==> src/rtl/spi_adc_scanner_if.sv <==
// Bundle of control, SPI pin and result signals for the multi-channel ADC scanner.
// master = the scanner itself, slave = whatever drives control / consumes results.
interface spi_adc_scanner_if #(
  parameter int N_CH   = 4,
  parameter int DATA_W = 12
);
  localparam int CH_W = $clog2(N_CH);

  logic              i_enable;
  logic              i_cont;
  logic              i_start;
  logic [DATA_W-1:0] i_thresh;
  logic              MISO;
  logic              MOSI;
  logic              SCK;
  logic              CS;
  logic [DATA_W-1:0] o_data;
  logic [CH_W-1:0]   o_ch;
  logic              o_valid;
  logic              o_scan_done;
  logic [N_CH-1:0]   o_above;
  logic              o_busy;

  modport master (
    input  i_enable, i_cont, i_start, i_thresh, MISO,
    output MOSI, SCK, CS, o_data, o_ch, o_valid, o_scan_done, o_above, o_busy
  );

  modport slave (
    output i_enable, i_cont, i_start, i_thresh, MISO,
    input  MOSI, SCK, CS, o_data, o_ch, o_valid, o_scan_done, o_above, o_busy
  );
endinterface

==> src/rtl/spi_adc_scanner.sv <==
// Multi-channel SPI (mode 0) ADC scanner. Generates SCK from the system clock,
// walks channels 0..N_CH-1, emits one tagged result per frame and keeps a
// per-channel "above threshold" flag. All pin outputs come straight from flops.
module spi_adc_scanner #(
  parameter int N_CH    = 4,
  parameter int DATA_W  = 12,
  parameter int CLK_DIV = 50,
  parameter int GAP_HP  = 2
) (
  input  logic               clk_100MHz,
  input  logic               reset,
  spi_adc_scanner_if.master  bus
);
  localparam int CH_W       = $clog2(N_CH);
  localparam int CMD_W      = 2 + CH_W;
  localparam int FRAME_BITS = CMD_W + DATA_W;
  localparam int XFER_HP    = 2 * FRAME_BITS;
  localparam int HP_MAX     = (XFER_HP > GAP_HP) ? XFER_HP : GAP_HP;
  localparam int HP_W       = $clog2(HP_MAX);
  localparam int DIV_W      = $clog2(CLK_DIV);

  typedef enum logic [2:0] {
    S_IDLE,
    S_SETUP,
    S_XFER,
    S_HOLD,
    S_GAP
  } state_t;

  state_t                  state_q, state_d;
  logic [DIV_W-1:0]        div_q, div_d;     // clk count inside a half-period
  logic [HP_W-1:0]         hp_q, hp_d;       // half-period count inside a state
  logic [CH_W-1:0]         ptr_q, ptr_d;     // channel of the current/next frame
  logic                    cs_q, cs_d;
  logic                    sck_q, sck_d;
  logic                    mosi_q, mosi_d;
  logic                    busy_q, busy_d;
  logic [FRAME_BITS-1:0]   tx_q, tx_d;       // remaining MOSI bits, MSB next
  logic [DATA_W-1:0]       rx_q, rx_d;       // last DATA_W MISO samples
  logic [DATA_W-1:0]       data_q, data_d;
  logic [CH_W-1:0]         ch_q, ch_d;
  logic                    valid_q, valid_d;
  logic                    done_q, done_d;
  logic [N_CH-1:0]         above_q, above_d;

  logic                    hp_end;
  logic [DIV_W-1:0]        div_inc;
  logic [FRAME_BITS-1:0]   cmd_frame;
  logic                    go_idle;

  assign hp_end    = (div_q == DIV_W'(CLK_DIV - 1));
  assign div_inc   = div_q + DIV_W'(1);
  // Command word for the channel about to be converted; data phase sends zeros.
  assign cmd_frame = {2'b11, ptr_q, {DATA_W{1'b0}}};
  assign go_idle   = bus.i_enable && (bus.i_start || bus.i_cont);

  // Frame sequencer: next state, pin levels and result capture.
  always_comb begin
    state_d = state_q;
    div_d   = div_q;
    hp_d    = hp_q;
    ptr_d   = ptr_q;
    cs_d    = cs_q;
    sck_d   = sck_q;
    mosi_d  = mosi_q;
    busy_d  = busy_q;
    tx_d    = tx_q;
    rx_d    = rx_q;
    data_d  = data_q;
    ch_d    = ch_q;
    above_d = above_q;
    valid_d = 1'b0;
    done_d  = 1'b0;
    unique case (state_q)
      S_IDLE: begin
        div_d = '0;
        hp_d  = '0;
        if (go_idle) begin
          state_d = S_SETUP;
          cs_d    = 1'b0;
          busy_d  = 1'b1;
          mosi_d  = cmd_frame[FRAME_BITS-1];
          tx_d    = cmd_frame << 1;
        end
      end
      S_SETUP: begin
        div_d = div_inc;
        if (hp_end) begin
          // First SCK rise: sample MISO at the same edge SCK goes high.
          div_d   = '0;
          hp_d    = '0;
          state_d = S_XFER;
          sck_d   = 1'b1;
          rx_d    = {rx_q[DATA_W-2:0], bus.MISO};
        end
      end
      S_XFER: begin
        div_d = div_inc;
        if (hp_end) begin
          div_d = '0;
          if (hp_q == HP_W'(XFER_HP - 1)) begin
            // Last half-period is low, so SCK is already idle for HOLD.
            state_d = S_HOLD;
            hp_d    = '0;
          end else begin
            hp_d  = hp_q + HP_W'(1);
            sck_d = ~sck_q;
            if (sck_q) begin
              mosi_d = tx_q[FRAME_BITS-1];
              tx_d   = tx_q << 1;
            end else begin
              rx_d = {rx_q[DATA_W-2:0], bus.MISO};
            end
          end
        end
      end
      S_HOLD: begin
        div_d = div_inc;
        if (hp_end) begin
          div_d          = '0;
          hp_d           = '0;
          state_d        = S_GAP;
          cs_d           = 1'b1;
          valid_d        = 1'b1;
          data_d         = rx_q;
          ch_d           = ptr_q;
          above_d[ptr_q] = (rx_q > bus.i_thresh);
          done_d         = (ptr_q == CH_W'(N_CH - 1));
          ptr_d          = (ptr_q == CH_W'(N_CH - 1)) ? '0 : ptr_q + CH_W'(1);
        end
      end
      S_GAP: begin
        div_d = div_inc;
        if (hp_end) begin
          div_d = '0;
          if (hp_q == HP_W'(GAP_HP - 1)) begin
            hp_d = '0;
            // Single scan stops once the pointer wraps; enable is only honoured here.
            if (bus.i_enable && ((ptr_q != '0) || bus.i_cont)) begin
              state_d = S_SETUP;
              cs_d    = 1'b0;
              mosi_d  = cmd_frame[FRAME_BITS-1];
              tx_d    = cmd_frame << 1;
            end else begin
              state_d = S_IDLE;
              busy_d  = 1'b0;
            end
          end else begin
            hp_d = hp_q + HP_W'(1);
          end
        end
      end
      default: state_d = S_IDLE;
    endcase
  end

  // State and output registers; reset aborts any frame in flight.
  always_ff @(posedge clk_100MHz or posedge reset) begin
    if (reset) begin
      state_q <= S_IDLE;
      div_q   <= '0;
      hp_q    <= '0;
      ptr_q   <= '0;
      cs_q    <= 1'b1;
      sck_q   <= 1'b0;
      mosi_q  <= 1'b0;
      busy_q  <= 1'b0;
      tx_q    <= '0;
      rx_q    <= '0;
      data_q  <= '0;
      ch_q    <= '0;
      valid_q <= 1'b0;
      done_q  <= 1'b0;
      above_q <= '0;
    end else begin
      state_q <= state_d;
      div_q   <= div_d;
      hp_q    <= hp_d;
      ptr_q   <= ptr_d;
      cs_q    <= cs_d;
      sck_q   <= sck_d;
      mosi_q  <= mosi_d;
      busy_q  <= busy_d;
      tx_q    <= tx_d;
      rx_q    <= rx_d;
      data_q  <= data_d;
      ch_q    <= ch_d;
      valid_q <= valid_d;
      done_q  <= done_d;
      above_q <= above_d;
    end
  end

  assign bus.CS          = cs_q;
  assign bus.SCK         = sck_q;
  assign bus.MOSI        = mosi_q;
  assign bus.o_busy      = busy_q;
  assign bus.o_data      = data_q;
  assign bus.o_ch        = ch_q;
  assign bus.o_valid     = valid_q;
  assign bus.o_scan_done = done_q;
  assign bus.o_above     = above_q;
endmodule

==> src/flat_wrapper.sv <==
// flat-port wrapper written by rule: the top's interface ports become plain ports
module spi_adc_scanner_flat 
#(
  parameter int N_CH    = 4,
  parameter int DATA_W  = 12,
  parameter int CLK_DIV = 50,
  parameter int GAP_HP  = 2
)
  (clk_100MHz, reset, bus_i_enable, bus_i_cont, bus_i_start, bus_i_thresh, bus_MISO, bus_MOSI, bus_SCK, bus_CS, bus_o_data, bus_o_ch, bus_o_valid, bus_o_scan_done, bus_o_above, bus_o_busy);
  spi_adc_scanner_if #(.N_CH(N_CH), .DATA_W(DATA_W)) bus_i ();
  input  logic clk_100MHz;
  input  logic reset;
  input wire logic [$bits(bus_i.i_enable)-1:0] bus_i_enable;
  input wire logic [$bits(bus_i.i_cont)-1:0] bus_i_cont;
  input wire logic [$bits(bus_i.i_start)-1:0] bus_i_start;
  input wire logic [$bits(bus_i.i_thresh)-1:0] bus_i_thresh;
  input wire logic [$bits(bus_i.MISO)-1:0] bus_MISO;
  output wire logic [$bits(bus_i.MOSI)-1:0] bus_MOSI;
  output wire logic [$bits(bus_i.SCK)-1:0] bus_SCK;
  output wire logic [$bits(bus_i.CS)-1:0] bus_CS;
  output wire logic [$bits(bus_i.o_data)-1:0] bus_o_data;
  output wire logic [$bits(bus_i.o_ch)-1:0] bus_o_ch;
  output wire logic [$bits(bus_i.o_valid)-1:0] bus_o_valid;
  output wire logic [$bits(bus_i.o_scan_done)-1:0] bus_o_scan_done;
  output wire logic [$bits(bus_i.o_above)-1:0] bus_o_above;
  output wire logic [$bits(bus_i.o_busy)-1:0] bus_o_busy;
  assign bus_i.i_enable = bus_i_enable;
  assign bus_i.i_cont = bus_i_cont;
  assign bus_i.i_start = bus_i_start;
  assign bus_i.i_thresh = bus_i_thresh;
  assign bus_i.MISO = bus_MISO;
  assign bus_MOSI = bus_i.MOSI;
  assign bus_SCK = bus_i.SCK;
  assign bus_CS = bus_i.CS;
  assign bus_o_data = bus_i.o_data;
  assign bus_o_ch = bus_i.o_ch;
  assign bus_o_valid = bus_i.o_valid;
  assign bus_o_scan_done = bus_i.o_scan_done;
  assign bus_o_above = bus_i.o_above;
  assign bus_o_busy = bus_i.o_busy;
  spi_adc_scanner #(.N_CH(N_CH), .DATA_W(DATA_W), .CLK_DIV(CLK_DIV), .GAP_HP(GAP_HP)) u_core (.clk_100MHz(clk_100MHz), .reset(reset), .bus(bus_i));
endmodule
==> config.mk <==
export PLATFORM = sky130hd
export DESIGN_NAME = spi_adc_scanner_flat
export DESIGN_NICKNAME = d
export VERILOG_FILES = /design/src/rtl/spi_adc_scanner_if.sv /design/src/rtl/spi_adc_scanner.sv /design/src/flat_wrapper.sv
export SDC_FILE = /design/constraint.sdc
export NUM_CORES = 1
export LEC_CHECK = 0
export CAP_MARGIN = 20
export CORE_MARGIN = 1.5
export CORE_UTILIZATION = 40
export CTS_CLUSTER_SIZE = 14
export DETAILED_ROUTE_END_ITERATION = 7
export PLACE_DENSITY = 0.71
export SYNTH_ARGS = -nofsm -noshare
export SYNTH_HDL_FRONTEND = slang
export SYNTH_SLANG_ARGS = --single-unit
export TNS_END_PERCENT = 50
==> constraint.sdc <==
create_clock -name clk_100MHz -period 6.6 [get_ports clk_100MHz]
set_input_delay 1.32 -clock clk_100MHz [delete_from_list [all_inputs] [get_ports clk_100MHz]]
set_output_delay 1.32 -clock clk_100MHz [all_outputs]
set_load 0.02 [all_outputs]
==> flow_metrics.py <==
metrics = {
    "finish": {
        "nets": 382,
        "area_growth_syn_to_layout_pct": 20.3,
        "num_antenna_cells": 0,
        "fillers": 631,
        "drive_above_1_share_pct": 10.2,
        "final_cells": 440,
    },
    "critical_path": {
        "crit_type": "input pin to flip-flop",
        "critPathMaxFanout": 4,
        "critPathTopFamily": "compound AO/OA/AOI/OAI gates",
        "arrival_ns": 3.22,
        "slowest_delay_ns": 0.56,
        "path_cells": "clkdlybuf4s50_1 > inv_1 > ha_1 > nor2b_1 > o211ai_1 > a211oi_1 > o41ai_1 > o21ai_0",
        "cp.required_ns": 6.78,
        "critPathBufInv": 2,
        "slowest_stage": "o41ai_1",
        "worstSetupEndpointType": "flip-flop",
        "startpoint_type": "input pin",
    },
    "drt": {
        "highest_layer": "met4",
        "drt-initial-drc-count": 116,
        "drt-met1-wl_um": 2670,
        "met3_length_um": 225,
        "drc_errors": 0,
        "wl_um": 5700,
        "vias": 2257,
        "ant_nets": 0,
        "met2_length_um": 2780,
        "dr.pass1.iters": 5,
        "wl_per_cell_um": 13.0,
        "via_per_inst": 5.13,
    },
    "yosys": {
        "synth_seq_cells": 55,
        "synth_top_family_by_area": "simple AND/OR/NAND/NOR gates",
        "ys_seq_area_share_pct": 47.6,
        "syn_area_um2": 2900,
        "synth_flop_cell": "dfrtp_1",
        "async_flop_share_pct": 100,
        "syn_inst": 303,
        "synth.avg_cell_area_um2": 9.56,
        "synth-compound-area-share_pct": 11.4,
        "synthAdderAreaFrac_pct": 9.42,
        "synth_xor_area_share_pct": 0.907,
        "yosysUniqueCellTypes": 50,
        "yosys.area_share.simple_pct": 19.0,
        "synth_edf_count": 0,
        "synth_mux_area_share_pct": 6.18,
        "synthesis.nets": 342,
        "ys_warn_count": 0,
    },
    "sta": {
        "final.period_utilization_pct": 46.1,
        "worstMarginPinSlew_ns": 0.766,
        "hold_ws_ns": 0.474,
        "fmax_ghz": 0.328,
        "rsz0062_at_grt": "no",
        "finClkSkew_ns": 0.00759,
        "period_needed_ns": 3.05,
        "finalSetupViolations": 0,
        "relSlewSlack_pct": 48.2,
        "slew_viol_final": 0,
        "fin_setup_tns_ns": 0,
        "hold_viol": 0,
    },
    "pwr": {
        "swShare_pct": 23.2,
        "p_comb_share_pct": 4.6,
        "powerDensity_nw_per_um2": 159,
        "p_sw_uw": 128,
        "ir_drop_mv": 0.0880,
        "pwr-share-seq_pct": 60.7,
        "p_int_uw": 426,
        "p_leak_uw": 0.00163,
        "power.share.clock_pct": 34.7,
    },
    "global_routing": {
        "grt_util_all_layers_pct": 15.8,
        "grt_start_max_net_pins": 56,
        "antenna_found_initial": 0,
        "grt_pass1_wl_um": 9640,
        "grt_pass1_vias": 2108,
        "overflow": 0,
    },
    "clock_network": {
        "cts_resized": 0,
        "root_buffer": "clkbuf_8",
        "path_clk_slew_ns": 0.10,
        "clock_sinks": 55,
        "worst_skew_pair.late_latency_ns": 0.31,
        "ctsHtreeMaxLevel": 2,
        "clk_path_buf_depth": 2,
        "cts_tree": "built",
        "post-cts-setup-buffers": 0,
        "cts_buffers": 5,
        "hold_buffers": 0,
    },
    "floorplanning": {
        "ios": 42,
        "dieArea_um2": 7760,
        "initial_core_util_pct": 41.9,
        "die_w_um": 88.1,
        "die_y_um": 88.1,
        "core_um2": 6910,
        "rows": 30,
    },
    "hold_path": {
        "hold_path.class": "flip-flop to flip-flop",
    },
    "job": {
        "max_cap_violations": 0,
    },
    "status": {
        "outcome": "complete, no violations",
    },
    "place": {
        "port_buffers": 41,
        "hpwl_um": 4140,
        "dp.cells": 432,
        "finalWeightedCongestion": 0.852,
    },
}
-- power by group through the flow --
stage | logic [uW] | clock network (uW) | registers, uW
detailed placement | 25.8 | 0 | 343
global route | 28.5 | 214 | 337
global placement | 25.1 | 0 | 343
finish | 25.4 | 192 | 337
CTS | 26.2 | 201 | 337
floorplan | 11.1 | 0 | 343
-- registers in the layout (all words and copies together), names as in the netlist, 2 cells and up --
| signal | flops |
|---|---|
| u_core.rx_q | 12 |
| u_core.bus.o_ch | 2 |
| u_core.div_q | 6 |
| u_core.tx_q | 3 |
| u_core.bus.o_data | 12 |
| u_core.bus.o_above | 4 |
| u_core.ptr_q | 2 |
| u_core.state_q | 3 |
| u_core.hp_q | 5 |
-- final timing paths --
path                                            start                    end  slack (ns)  cells after the start
worst max-delay path                  bus_i_thresh[1]  u_core.bus.o_above[3]        3.55                      8
worst min-delay path            u_core.bus.o_data[11]  u_core.bus.o_data[11]        0.47                      2
worst max register to register        u_core.div_q[0]        u_core.ptr_q[0]        4.16                      6
worst min register to register  u_core.bus.o_data[11]  u_core.bus.o_data[11]        0.47                      2
max in group asynchronous                       reset         u_core.bus.SCK        4.64                      3
min in group asynchronous                       reset   u_core.bus.o_data[4]        1.51                      3
-- cell usage after synthesis (2+ instances only) --
master     count  area (um^2)
a21boi_0       2         15.0
a21oi_1       15         75.1
a31oi_1        2         12.5
and2_1         2         12.5
buf_2          3         15.0
clkbuf_1       5         18.8
dfrtp_1       54         1350
ha_1          21          263
inv_1         26         97.6
mux2_2        15          169
nand2_1       62          233
nand2b_1       2         12.5
nand3_1       11         55.1
nand4_1        3         18.8
nor2_1        12         45.0
nor2b_1        2         12.5
nor3_1         4         20.0
nor4_1         2         12.5
nor4b_1        2         17.5
o2111ai_1      2         17.5
o211ai_1       2         15.0
o21ai_0       19         95.1
o31ai_1        3         22.5
or3_1          5         31.3
xnor2_1        2         17.5
-- layout by cell type (no fill, tap or decap), types with 2 or more instances in the layout --
cell              n
a21oi_1          15
or3_1             5
o211ai_1          2
nand3_1          11
dfrtp_1          54
inv_1            25
clkdlybuf4s50_1  41
and2_1            2
o31ai_1           3
xnor2_1           2
nand4_1           3
nor2_1           12
nand2b_1          2
nand2_1          62
mux2_2           15
a31oi_1           2
o21ai_0          19
buf_4             3
nor4_1            2
clkbuf_8          5
nor3_1            4
ha_1             21
nor2b_1           2
a21boi_0          2
o2111ai_1         2
nor4b_1           2
-- stage by stage --
step	setup WS, ns	instance area [um^2]	util [%]	total power, uW
after floorplan	3.90	2900	-	354
after global placement	3.25	3390	49.1	369
after detailed placement	3.17	3390	49.1	369
after CTS	3.52	3480	50.5	564
after global routing	3.37	3480	50.5	579
final	3.55	3480	50.5	555
-- final cells by class --
class	instances	area [um^2]	area share, %
tap	96	120	3.45
inverter	27	101	2.91
timing repair buffer	44	433	12.4
clock inverter	3	23.8	0.682
clock buffer	5	68.8	1.97
multi-input combinational	210	1360	39.0
sequential	55	1380	39.5
-- routing by layer --
layer,global-route usage [%],up-vias
met4,4.69,0
met5,0,-
met1,20.7,1093
met2,26.2,53
met3,3.58,2
li1,-,1109
-- tightest hold or removal path, delay by kind of cell, from the launching register on --
| family | cells | cell delay [ns] |
|---|---|---|
| DFF | 1 | 0.35 |
| and+or+nand+nor | 2 | 0.10 |
-- logic make-up after synthesis --
group,after synthesis
AND/OR/NAND/NOR,115
flip-flops,55
AO/OA/AOI/OAI,54
buffers and inverters,38
adder cells (fa/ha/maj),22
multiplexers,16
XOR/XNOR,3
Note: power is estimated with default switching activity, not from simulation.
